<file path="config.mk">
export PLATFORM = sky130hd
export DESIGN_NAME = rr_arbiter
export DESIGN_NICKNAME = d
export VERILOG_FILES = /design/src/rtl/rr_arbiter.sv
export SDC_FILE = /design/constraint.sdc
export NUM_CORES = 1
export LEC_CHECK = 0
export ABC_AREA = 1
export CORE_ASPECT_RATIO = 1.5
export CORE_MARGIN = 4
export CORE_UTILIZATION = 60
export DETAILED_ROUTE_END_ITERATION = 12
export DONT_BUFFER_PORTS = 1
export PLACE_DENSITY = 0.76
export SYNTH_ARGS = -nofsm -noshare
export SYNTH_HDL_FRONTEND = slang
export SYNTH_SLANG_ARGS = --single-unit
export TNS_END_PERCENT = 20
</file>
<file path="constraint.sdc">
create_clock -name i_clk -period 4.91 [get_ports i_clk]
set_input_delay 0.7365 -clock i_clk [delete_from_list [all_inputs] [get_ports i_clk]]
set_output_delay 0.7365 -clock i_clk [all_outputs]
set_load 0.1 [all_outputs]
</file>
<file path="src/rtl/rr_arbiter.sv">
// Round-robin arbiter with burst hold: grant/select registered 1 cycle after request, o_valid combinational.
// Backpressure: i_ready=0 stalls the burst indefinitely; a dropped request abandons the grant.
module rr_arbiter #(
   parameter  int NUM_INPUTS = 6,
   parameter  int MAX_BURST  = 4,
   localparam int SEL_W      = $clog2(NUM_INPUTS),
   localparam int CNT_W      = $clog2(MAX_BURST + 1)
) (
   input  logic                  i_clk,
   input  logic                  i_rst,
   input  logic [NUM_INPUTS-1:0] i_req,
   input  logic                  i_last,
   input  logic                  i_ready,
   output logic [NUM_INPUTS-1:0] o_grant,
   output logic [SEL_W-1:0]      o_select,
   output logic                  o_valid
);

   typedef enum logic {IDLE, BUSY} state_e;

   state_e                  state_q, state_d;
   logic [NUM_INPUTS-1:0]   grant_q, grant_d;
   logic [SEL_W-1:0]        select_q, select_d;
   logic [SEL_W-1:0]        ptr_q, ptr_d;
   logic [CNT_W-1:0]        cnt_q, cnt_d;
   logic [SEL_W-1:0]        rel_ptr;
   logic                    req_held;
   logic                    beat;

   // First set request at or after start, wrapping past NUM_INPUTS-1.
   function automatic logic [SEL_W-1:0] pick(input logic [NUM_INPUTS-1:0] req,
                                             input logic [SEL_W-1:0]      start);
      logic [SEL_W:0]   idx;
      logic [SEL_W-1:0] win;
      logic             found;
      win   = start;
      found = 1'b0;
      for (int k = 0; k < NUM_INPUTS; k++) begin
         idx = {1'b0, start} + (SEL_W+1)'(k);
         if (idx >= (SEL_W+1)'(NUM_INPUTS)) idx = idx - (SEL_W+1)'(NUM_INPUTS);
         if (!found && req[idx[SEL_W-1:0]]) begin
            found = 1'b1;
            win   = idx[SEL_W-1:0];
         end
      end
      return win;
   endfunction

   assign req_held = i_req[select_q];
   assign beat     = (state_q == BUSY) && req_held && i_ready;
   assign rel_ptr  = (select_q == SEL_W'(NUM_INPUTS-1)) ? '0 : select_q + 1'b1;

   always_ff @(posedge i_clk or posedge i_rst) begin
      if (i_rst) begin
         state_q  <= IDLE;
         grant_q  <= '0;
         select_q <= '0;
         ptr_q    <= '0;
         cnt_q    <= '0;
      end else begin
         state_q  <= state_d;
         grant_q  <= grant_d;
         select_q <= select_d;
         ptr_q    <= ptr_d;
         cnt_q    <= cnt_d;
      end
   end

   always_comb begin
      state_d  = state_q;
      grant_d  = grant_q;
      select_d = select_q;
      ptr_d    = ptr_q;
      cnt_d    = cnt_q;
      case (state_q)
         IDLE: begin
            grant_d = '0;
            if (|i_req) begin
               state_d  = BUSY;
               select_d = pick(i_req, ptr_q);
               grant_d  = NUM_INPUTS'(1) << select_d;
               cnt_d    = '0;
            end
         end
         BUSY: begin
            if (!req_held) begin
               state_d = IDLE;
               grant_d = '0;
               cnt_d   = '0;
            end else if (beat && (i_last || cnt_q == CNT_W'(MAX_BURST-1))) begin
               // Release and re-arbitrate in the same cycle so back-to-back grants have no bubble.
               ptr_d = rel_ptr;
               cnt_d = '0;
               if (|i_req) begin
                  select_d = pick(i_req, rel_ptr);
                  grant_d  = NUM_INPUTS'(1) << select_d;
               end else begin
                  state_d = IDLE;
                  grant_d = '0;
               end
            end else if (beat) begin
               cnt_d = cnt_q + 1'b1;
            end
         end
         default: state_d = IDLE;
      endcase
   end

   always_comb begin
      o_grant  = grant_q;
      o_select = select_q;
      o_valid  = (state_q == BUSY) && req_held;
   end

endmodule

</file>
After elaboration in Yosys (flattened, before gate mapping):

Index checks and enable logic that the tools add are counted.

* mux-type cells: 152
* magnitude comparators: 25
* add/subtract/negate cells: 24
* reductions and logical operators: 28
* shift operators: 2
* equal/unequal tests: 8
* bitwise gates (word level): 1

Operator list (number)
* 3-bit two-way mux: 75
* 1-bit two-way mux: 56
* 3-bit by 4-bit less-than comparator with 1-bit output (second input constant): 13
* 4-bit by 3-bit greater-or-equal comparator with 1-bit output (second input constant): 10
* 1-bit binary-select mux with 3-bit select: 13
* 3-bit subtractor (second input constant): 12
* 6-bit two-way mux: 4
* 3-bit by 2-bit adder with 4-bit output (second input constant): 4
* 3-bit by 3-bit adder with 4-bit output (second input constant): 4
* 1-bit logical AND: 13
* 3-bit case mux with 2 select lines: 2
* 6-bit case mux with 2 select lines: 1
* 1-bit by 3-bit << shifter with 6-bit output (first input constant): 2
* 1-bit logical NOT: 10
* 3-bit by 1-bit adder with 4-bit output (second input constant): 2
* 3-bit by 1-bit adder with 3-bit output (second input constant): 2
* 3-bit greater-or-equal comparator (second input constant): 2
* 2-bit by 1-bit inequality test with 1-bit output (second input constant): 3
* 6-bit OR reduction: 1
* 4-bit by 2-bit inequality test with 1-bit output (second input constant): 1
* 4-bit AND reduction: 1
* 3-bit by 2-bit == test with 1-bit output (second input constant): 1
* 3-bit == test (second input constant): 1
* 3-bit by 2-bit inequality test with 1-bit output (second input constant): 1
* 6 further kinds: 6

* flip-flop bits (word level): 16
* output and inout bits: 10

Logic depth before layout (Yosys ltp):

Gate-level depths: netlist (run 1).

* depth in word-level cells: 55
* gate-level depth with buffers: 25
* gate-level depth less buffers: 23

Worst setup path after synthesis (run 1):

Ideal clock, no wire load.

* kind: register to register
* start: register select_q[0] (netlist: o_select[0])
* end: register grant_q[4] (netlist: o_grant[4])
* arrival time: 3177 ps
* required time: 4789 ps
* cell stages (with the launch flop): 16
* path buffers: 2
* library setup time: 121 ps
* period minus slack after synthesis: 3298 ps
* slack: 1612 ps
* cell sequence: dfrtp_1 > buf_6 > buf_6 > nand2_1 > o21ai_1 > inv_2 > a221oi_2 > inv_2 > nor2_4 > inv_1 > nor2_2 > nor2_2 > clkinv_1 > o21ai_1 > nor2_1 > nor2_1

* elaborated cells between the ends (all ways): 118
* those cells by class: 12 x add/sub; 6 x order compare; 2 x eq/ne; 1 x shift; 84 x mux; 13 x reduce/logical

RTL lines
* start, declared: RTL line 23 `logic [SEL_W-1:0] select_q, select_d;`
* start signal, assigned: RTL line 63 `select_q <= select_d;`
* 1-bit binary-select mux with 3-bit select: RTL line 49 `assign req_held = i_req[select_q];`
* 1-bit two-way mux (implied by the code): RTL line 49
* 1-bit logical AND
* net o_valid: RTL line 16 `output logic o_valid`
* 1-bit logical AND: RTL line 50 `assign beat = (state_q == BUSY) && req_held && i_ready;`
* 1-bit logical AND: RTL line 90 `end else if (beat && (i_last || cnt_q == CNT_W'(MAX_BURST-1))) begin`
* 3-bit by 2-bit inequality test with 1-bit output (no line)
* end signal, assigned: RTL line 62 `grant_q <= grant_d;`
* end, declared: RTL line 22 `logic [NUM_INPUTS-1:0] grant_q, grant_d;`

The timed path passes the listed nets, and every way through them passes these cells. The select of a mux whose other input is x is not followed.
A chain may end at the register's enable or synchronous reset.

Worst setup path in the final report (run 1):

* start: register select_q[0] (netlist: o_select[0])
* end: register grant_q[3] (netlist: o_grant[3])

Same word-level chain as after synthesis.

==> flow_summary.toml, run 1 <==
[run_status]
outcome = "finished clean"

[global_routing]
grt_usage_pct = 27.8
grt_pass1_vias = 2588
grt_pass1_wl_um = 11100
antenna_found_initial = 0
grt_max_degree = 28
grt_overflow_total = 0

[synth]
yosys.area_share.adder_pct = 6.08
synth_compound_area_share_pct = 17.0
synth-warning-count = 0
yosys.area.top_type = "nand2_1"
avgSynthCellArea_um2 = 5.67
syn_inst = 435
yosys.area_share.simple_pct = 49.7
ys_seq_elements = 16
synth_top_area_share_pct = 20.7
synth.distinct_cells = 31
syn_area_um2 = 2470
synth_area_leaders = "nand2_1 (21%), dfrtp_1 (16%), nand3_1 (10%)"
synth_xor_area_share_pct = 0.355
synth_top_family_by_area = "simple AND/OR/NAND/NOR gates"
synthMuxAreaShare_pct = 0
synth_nets = 457
seq_area_frac_synth_pct = 16.2

[finish]
drive_gt1_share_pct = 12.8
area_growth_pct = 3.65
final_cell_mix = "nand2_1 (136), nand3_1 (50), inv_1 (46), nor2_1 (46), o21ai_0 (28)"
final_nets = 459
nFillCells = 419
final_common_cell = "nand2_1"
n_antenna_cell = 0

[floorplan]
initial_core_util_pct = 62.4
fp.dieW_um = 60.4
die_y_um = 86.6
die_area_um2 = 5230
design.core.area_um2 = 3960
rows = 28
io_pins = 20

[critical_path]
worst_setup_path_end_kind = "flip-flop"
cp-start-kind = "flip-flop"
worstPathCellList = "o21ai_1 -> inv_2 -> a21oi_1 -> a221oi_2 -> inv_2 -> nor2_4 -> inv_1 -> nor2_2 -> nor2_2 -> clkinv_1 -> nand2_1 -> nor2_1 -> nor2_1"
worstPathRequired_ns = 5.06
cp.arrival_ns = 3.70
worst-path-max-fanout = 27
slowest_delay_ns = 1.00
critPathKind = "flip-flop to flip-flop"
cpMaxStageDelayCell = "dfrtp_2"

[timing]
tns_ns = 0
worstMarginPinSlew_ns = 0.953
setup_viol = 0
rsz0062_at_grt = "false"
slew_headroom_pct = 36.5
max_freq_mhz = 281
fin_crit_ns = 3.55
hold_viol = 0
final-max-slew-violation-count = 0
fin_crit_sh_pct = 72.4
skew_ns = 0.00373

[route]
drcViolationCount = 0
drt_iter0_drc = 137
wl_per_cell_um = 13.9
route.detailed.vias_per_inst = 5.71
drtAntennaViolNets = 0
drt-pass1-iter-count = 5
num_vias = 2746
wirelength_um = 6710

[clock_network]
ctsHoldBuffers = 0
clk_pin_slew_ns = 0.07
cts_root_buffer = "clkbuf_8"
cts_buffers = 3
cts_sinks = 16
clk_latency_ns = 0.26
cts_resized = 0
cts_max_path_buffers = 2
post_cts.repair.setup_buffers = 0
htree_num_levels = 1
cts_tree = "yes"

[worst_hold_path]
min_path_type = "primary input to asynchronous set/reset pin"

[placed_design]
gp_congestion = 1.08
numPortBuffers = 0
hpwl_um = 5520

[run]
maxCapViolations = 0
[final timing paths]
kind	startpoint	to	slack, ns	cells after the start
worst max register to register	o_select[0]	o_grant[3]	1.36	13
worst min register to register	cnt_q[1]	cnt_q[1]	0.51	2
min in group i_clk	cnt_q[1]	cnt_q[1]	0.51	2
worst min-delay path	i_rst	cnt_q[2]	0.43	1
worst max-delay path	o_select[0]	o_grant[3]	1.36	13
max in group asynchronous	i_rst	o_select[0]	4.05	1
[metal layers]
metal  GRT usage [%]  share of wire, %
met5               0                 0
met4            14.1               4.1
met3            2.09               3.1
met2            52.6                55
met1            29.1                38
[cells in the mapped netlist (all sizes together)]
library cell and n:
buf 5, inv 59, nand4 6, nand2 150, nand3 53, o211ai 1
a221oi 1, or2 1, nor2 57, a21oi 15, ha 12, xor2 1
a21boi 1, o22ai 3, nor4 1, dfrtp 16, clkinv 1, o21ai 48
o21a 3, a31oi 1
[through the flow]
step | instance area (um2) | hold WS (ns) | instances | util (%) | setup WS, ns
after floorplan | 2470 | 0.453 | 435 | - | 1.61
after global routing | 2560 | 0.470 | 481 | 64.6 | 0.968
after global placement | 2500 | 0.472 | 477 | 63.2 | 1.43
final | 2560 | 0.431 | 481 | 64.6 | 1.36
after detailed placement | 2500 | 0.492 | 477 | 63.2 | 1.41
after CTS | 2560 | 0.454 | 481 | 64.6 | 1.39
[layout make-up]
cell class	instances	area, um2	share of cell area [%]
clock buffers	4	55.1	2.15
well taps	45	56.3	2.20
inverters	60	225	8.80
repair buffers	2	15.0	0.587
flip-flops and latches	16	402	15.7
multi-input cells	354	1810	70.6
[flip-flops by register name, summed over array words and instances (netlist names)]
signal,count
state_q,1
ptr_q,3
o_select,3
cnt_q,3
o_grant,6
[kinds of logic (layout without fill, tap and decap cells)]
logic type,Yosys count,in the layout
simple gates,268,268
compound gates,73,73
buf+inv,65,66
flops,16,16
fa+ha+maj,12,12
xor+xnor,1,1
[critical path: cells and delay by family, from the launching register on]
kind,cells,cell delay (ns)
flip-flops,1,1.00
AO/OA/AOI/OAI,3,0.57
buffers and inverters,4,0.60
AND/OR/NAND/NOR,6,1.25
Power of run 1 is left out: the tool's default activity adds up to more than one toggle a clock period on the data nets, which glitch-free logic cannot reach.
==> inputs of run 2 (changes only) <==
==> constraint.sdc (replaced) <==
create_clock -name i_clk -period 3.4 [get_ports i_clk]
set_input_delay 0.51 -clock i_clk [delete_from_list [all_inputs] [get_ports i_clk]]
set_output_delay 0.51 -clock i_clk [all_outputs]
set_load 0.1 [all_outputs]
==> run 2 against run 1 <==
  * Critical path depth is 4 higher
  * Core utilization is 0.60 points higher
  * First-iteration DRC count is 42% higher
  * Fmax is 18% higher
  * Setup slack worse by 0.96 ns
  * Routed wire length is 0.72% lower
  * Cell area is 0.93% higher
  * Sequential share of layout area is 0.096 points lower
  * Non-clock buffer count is 3 higher
  * Critical path type unchanged
  * Critical endpoint is now o_grant[1]
==> flow_summary.toml, run 2 (synthesis results as in run 1) <==
[run_status]
outcome = "finished clean"

[finish]
area_growth_pct = 4.61
final_util_pct = 65.2
largest_reg_flops = 6
drive_gt1_share_pct = 13.7
final_nets = 462
final_cell_mix = "nand2_1 (136), nand3_1 (50), inv_1 (46), nor2_1 (46), o21ai_0 (28)"
n_antenna_cell = 0
final_common_cell = "nand2_1"

[run]
maxCapViolations = 0

[global_routing]
grt_overflow_total = 0
grt_pass1_wl_um = 11000
grt_pass1_vias = 2548
grt_max_degree = 23
grt_usage_pct = 27.2
antenna_found_initial = 0

[clock_network]
cts_root_buffer = "clkbuf_8"
cts_buffers = 3
htree_num_levels = 1
post_cts.repair.setup_buffers = 0
cts_max_path_buffers = 2
clk_pin_slew_ns = 0.07
cts_tree = "yes"
clk_latency_ns = 0.25
cts_sinks = 16

[timing]
slew_headroom_pct = 39.6
fin_crit_ns = 3.01
fin_crit_sh_pct = 88.4
final-max-slew-violation-count = 0
setup_ws_ns = 0.393
tns_ns = 0
worstMarginPinSlew_ns = 0.906
hold_viol = 0
max_freq_mhz = 333
setup_viol = 0
skew_ns = 0.00486
rsz0062_at_grt = "false"

[placed_design]
numPortBuffers = 0
hpwl_um = 5500
pre_cts_ws_ns = 0.372
gp_congestion = 0.969

[route]
route.detailed.vias_per_inst = 5.54
wirelength_um = 6660
num_vias = 2679
wl_per_cell_um = 13.8
drt_iter0_drc = 195
drt-pass1-iter-count = 5
drtAntennaViolNets = 0
drcViolationCount = 0

[critical_path]
critPathKind = "flip-flop to flip-flop"
cp-start-kind = "flip-flop"
rr_worst_depth = 17
cp.arrival_ns = 3.18
worst_setup_path_end_kind = "flip-flop"
worstPathRequired_ns = 3.58
ff2ff_setup_slack_ns = 0.39
reg2reg_from = "ptr_q[1]"
reg2reg_to = "o_grant[1]"
worst-path-max-fanout = 8

[floorplan]
io_pins = 20
rows = 28
initial_core_util_pct = 62.4
design.core.area_um2 = 3960
die_area_um2 = 5230
die_y_um = 86.6
fp.dieW_um = 60.4

[worst_hold_path]
min_path_type = "primary input to asynchronous set/reset pin"
-- run 2: worst max path at each step --
stage                 end         from  slack (ns)  cells past startpoint
2_1_floorplan  o_grant[4]  o_select[0]        0.10                     15
3_3_place_gp   o_grant[1]     ptr_q[1]        0.41                     17
3_5_place_dp   o_grant[0]     ptr_q[1]        0.37                     17
4_1_cts        o_grant[0]     ptr_q[1]        0.34                     17
5_1_grt        o_grant[3]  o_select[0]        0.09                     20
6_report       o_grant[1]     ptr_q[1]        0.39                     17
-- run 2: cell type report --
type,instances,area (um2)
multi-input cells,354,1810
fillers,385,1380
flip-flops and latches,16,403
inverters,60,225
well taps,45,56.3
clock buffers,4,55.1
repair buffers,5,37.5
-- run 2: metal layers --
| layer | vias up | wire, um | track usage (%) |
|---|---|---|---|
| met4 | 0 | 240 | 11.9 |
| met2 | 60 | 3600 | 50.5 |
| met3 | 24 | 195 | 2.68 |
| li1 | 1416 | - | - |
| met5 | - | 0 | 0 |
| met1 | 1179 | 2620 | 29.8 |
-- run 2: worst max-delay path: stages, from the launching register on --
cell and delay, ns:
dfrtp_2 0.47, inv_1 0.19, ha_1 0.33, inv_1 0.20, nand2_1 0.10, nand2_1 0.09, nand2_1 0.05, nand2_1 0.07
nor2_1 0.05, nor2_1 0.19, nand2_1 0.08, a21oi_1 0.27, inv_1 0.12, nor2_4 0.15, nand2_1 0.13, a21oi_2 0.18
nand3_1 0.11, a21oi_1 0.14
-- run 2: repair_timing --
item	in CTS	in global routing
endpoints found under the setup margin	0	2
hold endpoints to repair	0	0
hold buffers	0	0
gates resized for setup	0	1
-- run 2: per-stage QoR --
step | area [um2] | hold slack, ns | std cells
after floorplan | 2470 | 0.424 | 435
after global placement | 2530 | 0.475 | 480
after detailed placement | 2530 | 0.475 | 480
after global routing | 2580 | 0.250 | 484
final | 2580 | 0.211 | 484
after CTS | 2580 | 0.232 | 484
Power of run 2 is left out for the same reason.
